$ cat config.mk
export PLATFORM = sky130hd
export DESIGN_NAME = vga_timing_gen
export DESIGN_NICKNAME = d
export VERILOG_FILES = /design/src/rtl/vga_timing_gen.sv
export SDC_FILE = /design/constraint.sdc
export NUM_CORES = 1
export LEC_CHECK = 0
export CORE_MARGIN = 4
export CORE_UTILIZATION = 47
export DETAILED_ROUTE_END_ITERATION = 10
export PLACE_DENSITY = 0.79
export SLEW_MARGIN = 20
export SYNTH_ARGS = -nofsm -noshare
export SYNTH_HDL_FRONTEND = slang
export SYNTH_SLANG_ARGS = --single-unit
$ cat constraint.sdc
create_clock -name clk_in -period 2 [get_ports clk_in]
set_input_delay 0.3 -clock clk_in [delete_from_list [all_inputs] [get_ports clk_in]]
set_output_delay 0.3 -clock clk_in [all_outputs]
set_load 0.03 [all_outputs]
$ cat src/rtl/vga_timing_gen.sv
// VGA raster timing generator.
// Walks the pixel clock through each line and frame, and publishes the current coordinate plus
// the visible-area flag and a frame marker for the colour driver. The colour that driver returns
// is registered onto the DAC pins. Sync and blanking are delayed to line up with that colour.
module vga_timing_gen #(
  parameter int unsigned CLK_DIV    = 4,
  parameter int unsigned H_VISIBLE  = 640,
  parameter int unsigned H_FRONT    = 16,
  parameter int unsigned H_SYNC     = 96,
  parameter int unsigned H_BACK     = 48,
  parameter int unsigned V_VISIBLE  = 480,
  parameter int unsigned V_FRONT    = 10,
  parameter int unsigned V_SYNC     = 2,
  parameter int unsigned V_BACK     = 33,
  parameter bit          SYNC_POL   = 1'b0,
  parameter int unsigned SYNC_DELAY = 1
) (
  input  logic        clk_in,
  input  logic        rst_in,
  output logic [9:0]  current_row,
  output logic [9:0]  current_line,
  output logic        enable,
  output logic        frame_start,
  output logic        pixel_tick,
  input  logic [11:0] color_in,
  output logic [3:0]  vga_r,
  output logic [3:0]  vga_g,
  output logic [3:0]  vga_b,
  output logic        vga_hs,
  output logic        vga_vs
);

  localparam int unsigned H_TOTAL = H_VISIBLE + H_FRONT + H_SYNC + H_BACK;
  localparam int unsigned V_TOTAL = V_VISIBLE + V_FRONT + V_SYNC + V_BACK;

  // 11-bit decode constants so the totals can never overflow the compare.
  localparam logic [10:0] HLast   = 11'(H_TOTAL - 1);
  localparam logic [10:0] VLast   = 11'(V_TOTAL - 1);
  localparam logic [10:0] HVis    = 11'(H_VISIBLE);
  localparam logic [10:0] VVis    = 11'(V_VISIBLE);
  localparam logic [10:0] HsStart = 11'(H_VISIBLE + H_FRONT);
  localparam logic [10:0] HsEnd   = 11'(H_VISIBLE + H_FRONT + H_SYNC);
  localparam logic [10:0] VsStart = 11'(V_VISIBLE + V_FRONT);
  localparam logic [10:0] VsEnd   = 11'(V_VISIBLE + V_FRONT + V_SYNC);
  localparam logic [3:0]  DivLast = 4'(CLK_DIV - 1);

  // Pipeline entry layout: {hs, vs, enable}.
  localparam logic [2:0]  PipeIdle = {~SYNC_POL, ~SYNC_POL, 1'b0};

  logic [3:0]  div_cnt;
  logic        tick;
  logic [9:0]  h_cnt;
  logic [9:0]  v_cnt;
  logic [10:0] h_ext;
  logic [10:0] v_ext;
  logic        h_last;
  logic        v_last;
  logic        hs_raw;
  logic        vs_raw;
  logic [2:0]  sync_pipe [SYNC_DELAY];
  logic [2:0]  pipe_out;

  assign tick   = (div_cnt == DivLast);
  assign h_ext  = {1'b0, h_cnt};
  assign v_ext  = {1'b0, v_cnt};
  assign h_last = (h_ext == HLast);
  assign v_last = (v_ext == VLast);

  // Pixel-rate divider: free-running modulo-CLK_DIV counter.
  always_ff @(posedge clk_in or posedge rst_in) begin
    if (rst_in) begin
      div_cnt <= 4'd0;
    end else if (tick) begin
      div_cnt <= 4'd0;
    end else begin
      div_cnt <= div_cnt + 4'd1;
    end
  end

  // Raster counters: advance one pixel per tick, wrapping line then frame.
  always_ff @(posedge clk_in or posedge rst_in) begin
    if (rst_in) begin
      h_cnt <= 10'd0;
      v_cnt <= 10'd0;
    end else if (tick) begin
      if (h_last) begin
        h_cnt <= 10'd0;
        v_cnt <= v_last ? 10'd0 : v_cnt + 10'd1;
      end else begin
        h_cnt <= h_cnt + 10'd1;
      end
    end
  end

  // Frame marker: set by the same edge that wraps the counters to (0,0), so it never fires
  // for the (0,0) left behind by reset.
  always_ff @(posedge clk_in or posedge rst_in) begin
    if (rst_in) begin
      frame_start <= 1'b0;
    end else begin
      frame_start <= tick && h_last && v_last;
    end
  end

  // Coordinate outputs and raw decode, all straight off the counter registers.
  always_comb begin
    current_row  = h_cnt;
    current_line = v_cnt;
    pixel_tick   = tick && !rst_in;
    enable       = (h_ext < HVis) && (v_ext < VVis);
    hs_raw       = ((h_ext >= HsStart) && (h_ext < HsEnd)) ? SYNC_POL : ~SYNC_POL;
    vs_raw       = ((v_ext >= VsStart) && (v_ext < VsEnd)) ? SYNC_POL : ~SYNC_POL;
  end

  // Delay line matching the colour driver's latency.
  always_ff @(posedge clk_in or posedge rst_in) begin
    if (rst_in) begin
      for (int k = 0; k < int'(SYNC_DELAY); k++) begin
        sync_pipe[k] <= PipeIdle;
      end
    end else begin
      sync_pipe[0] <= {hs_raw, vs_raw, enable};
      for (int k = 1; k < int'(SYNC_DELAY); k++) begin
        sync_pipe[k] <= sync_pipe[k-1];
      end
    end
  end

  assign pipe_out = sync_pipe[SYNC_DELAY-1];

  // Pin register: delayed sync plus colour, blanked outside the visible window.
  always_ff @(posedge clk_in or posedge rst_in) begin
    if (rst_in) begin
      vga_hs <= ~SYNC_POL;
      vga_vs <= ~SYNC_POL;
      vga_r  <= 4'h0;
      vga_g  <= 4'h0;
      vga_b  <= 4'h0;
    end else begin
      vga_hs <= pipe_out[2];
      vga_vs <= pipe_out[1];
      {vga_r, vga_g, vga_b} <= pipe_out[0] ? color_in : 12'h000;
    end
  end

endmodule

==> impl_metrics.tcl, run 1 <==
set metrics [dict create \
    status "finished clean" \
    start_kind "flop" \
    grt_pass1_wl_mm 6.617 \
    hpwl_mm 2.787 \
    syn_area_sq_um 1804 \
    hold_start "pipe_out[1]" \
    peakVddDrop_mv 0.4757 \
    synth_seq_cells 42 \
    yosysSeqAreaShare_pct 58.53 \
    relSlewSlack_pct 65.41 \
    whs_ns 0.3573 \
    grt_usage_pct 16.93 \
    cp_max_fo 4 \
    leakage_nw 1.073 \
    finalWirelength_mm 3.839 \
    place_ws_ns 0.09474 \
    dieArea_sq_um 4894 \
    seq_power_share_pct 53.6 \
    grt_overflow 0 \
    power_density_nw_per_um2 648.7 \
    drt_iter0_drc 85 \
    clk_path_buf_depth 2 \
    synth_area_leader_cell "dfrtp_1" \
    crit_path_end_kind "output pin" \
    vias 1362 \
    swShare_pct 20.79 \
    ys_warn_count 0 \
    synth_nets 175 \
    synth_area_leaders "dfrtp_1 (53%), dfstp_2 (5.8%), and2_1 (4.9%)" \
    avgSynthCellArea_sq_um 11.57 \
    ctsHoldBuffers 0 \
    drc_errors 0 \
    via_per_inst 5.179 \
    wl_per_cell_microns 14.60 \
    timing.fmax_mhz 522.9 \
    root_buffer "clkbuf_8" \
    ioPinCount 51 \
    cts_tree "yes" \
    hold_viol_final 0 \
    initial_utilization_pct 48.91 \
    clockPowerShare_pct 40.1 \
    clk_latency_ns 0.30 \
    period_share_pct 95.63 \
    yosys.area.top_type_share_pct 52.70 \
    area_delta_synth_final_pct 37.86 \
    cts_buffers 5 \
    cts.sinks 42 \
    switchingPower_mw 0.3355 \
    ctsResizeCount 0 \
    num_rows 22 \
    power_mw 1.614 \
    fin_crit_ns 1.913 \
    nets 233 \
    drtAntennaViolNets 0 \
    core_sq_um 3689 \
    diodes 0 \
    layout_common_cells "clkdlybuf4s50_1 (48), dfrtp_1 (38), and2_1 (14)" \
    drv_cap 0 \
    cts_setup_buffers 0 \
    r2r_start "div_cnt[0]" \
    die_y_microns 69.96 \
    critPathRequiredTime_ns 1.70 \
    timing.final.ws_setup_ns 0.08744 \
    cts_max_level 2 \
    p_int_mw 1.278 \
    clk_pin_slew_ns 0.07 \
    synthCells 156 \
    port_buffers 50 \
    rsz0062_at_grt "no" \
    die_x_microns 69.96 \
    synth.distinct_cells 36 \
    fin_setup_tns_ns 0 \
    crit_start "div_cnt[0]" \
    path_class "flop to output pin" \
    layout-drive-gt1-share_pct 11.63 \
    worstPathArrival_ns 1.61 \
    grt_pass1_vias 1426 \
    first_pass_iters 4 \
    setup_viol 0 \
    finClkSkew_ns 0.004001 \
    grt_max_degree 43 \
    place_congestion 0.8814 \
    combPwrFrac_pct 6.3 \
    antenna_found_initial 0 \
    layout_commonest_cell "clkdlybuf4s50_1" \
    worstMarginPinSlew_ns 0.5188 \
    min_path_type "flop to flop" \
    drv_slew 0 \
]
-- metal layers --
layer / vias up / global-route usage (%) / share of wire, %
met4: 0 / 6.170 / 2.0
met3: 8 / 6.187 / 6.1
met5: - / 0 / 0
met2: 44 / 28.96 / 53
li1: 653 / - / -
met1: 657 / 19.33 / 39
-- cell families after synthesis --
family / Yosys count / share of synthesized area (%)
buf+inv: 12 / 2.913
simple gates: 68 / 23.30
compound gates: 16 / 5.340
fa+ha+maj: 5 / 3.467
mux: 2 / 1.110
flops: 42 / 58.53
xor+xnor: 11 / 5.340
-- cell type report --
| type | count | area, sq um |
|---|---|---|
| Clock buffer | 5 | 68.82 |
| Clock inverter | 3 | 40.04 |
| Fill cell | 284 | 1201 |
| Inverter | 8 | 30.03 |
| Multi-Input combinational cell | 102 | 695.7 |
| Sequential cell | 42 | 1056 |
| Tap cell | 48 | 60.06 |
| Timing Repair Buffer | 55 | 536.8 |
-- power groups by stage --
| stage | clock, mW | combinational (mW) | sequential [mW] |
|---|---|---|---|
| after floorplan | 0 | 0.0206 | 0.907 |
| after global placement | 0 | 0.102 | 0.880 |
| after detailed placement | 0 | 0.104 | 0.881 |
| after CTS | 0.659 | 0.105 | 0.864 |
| after global routing | 0.701 | 0.110 | 0.866 |
| final | 0.647 | 0.102 | 0.864 |
-- synth_stat cells --
cell type	count
o22ai_1	1
dfstp_2	4
nand4_1	7
or3b_4	1
nand2b_1	2
nor4b_4	1
nor4b_2	1
nor2_1	7
o21ai_1	3
nor3_1	2
a21bo_2	1
or4_1	1
clkbuf_1	3
xor2_1	3
a21oi_1	3
nor3b_2	1
buf_6	1
inv_1	8
or3_1	1
nand4b_1	1
nand3_1	10
o41ai_1	1
nor3b_1	2
and3_1	3
o21ai_0	3
ha_1	5
or4b_2	1
and2_1	14
a31oi_1	3
xnor2_1	8
mux2i_1	2
dfrtp_1	38
and4_1	2
nor4_1	1
nand2_1	10
o21a_1	1
-- sequential cells by signal, summed over array words and instances (netlist names) --
signal and flops:
vga_g 4, div_cnt 4, frame_start 1, vga_vs 1, vga_b 4, current_row 10, vga_hs 1, vga_r 4
current_line 10, pipe_out 3
-- stage by stage --
step / cells / cell area, sq um / util, %
6_report: 263 / 2487 / 67.44
2_1_floorplan: 156 / 1804 / -
3_3_place_gp: 255 / 2375 / 64.38
4_1_cts: 263 / 2484 / 67.33
5_1_grt: 263 / 2487 / 67.44
3_5_place_dp: 255 / 2375 / 64.38
-- final timing paths --
check / end / slack, ns / depth (start not counted)
hold / removal: vga_vs / 0.36 / 0
max in group asynchronous: pipe_out[1] / 1.16 / 3
hold reg to reg: vga_vs / 0.36 / 0
setup / recovery: pixel_tick / 0.09 / 4
min in group asynchronous: current_row[0] / 0.47 / 3
setup reg to reg: current_line[7] / 0.09 / 6
-- critical path, cell delays in order, from the launching register on --
cell and delay (ns):
dfrtp_1 0.38, ha_1 0.22, or3b_4 0.44, nor2_1 0.11, buf_4 0.17
Power figures use the tool's default switching activity.
==> run 2: changes to the inputs <==
--- a/config.mk
+++ b/config.mk
@@ -7,6 +7,7 @@
 export LEC_CHECK = 0
 export CORE_MARGIN = 4
 export CORE_UTILIZATION = 47
+export CTS_CLUSTER_SIZE = 16
 export DETAILED_ROUTE_END_ITERATION = 10
 export PLACE_DENSITY = 0.79
 export SLEW_MARGIN = 20
==> results of run 2 <==
Same layout as run 1: the final DEF is identical, and so are final timing and power.
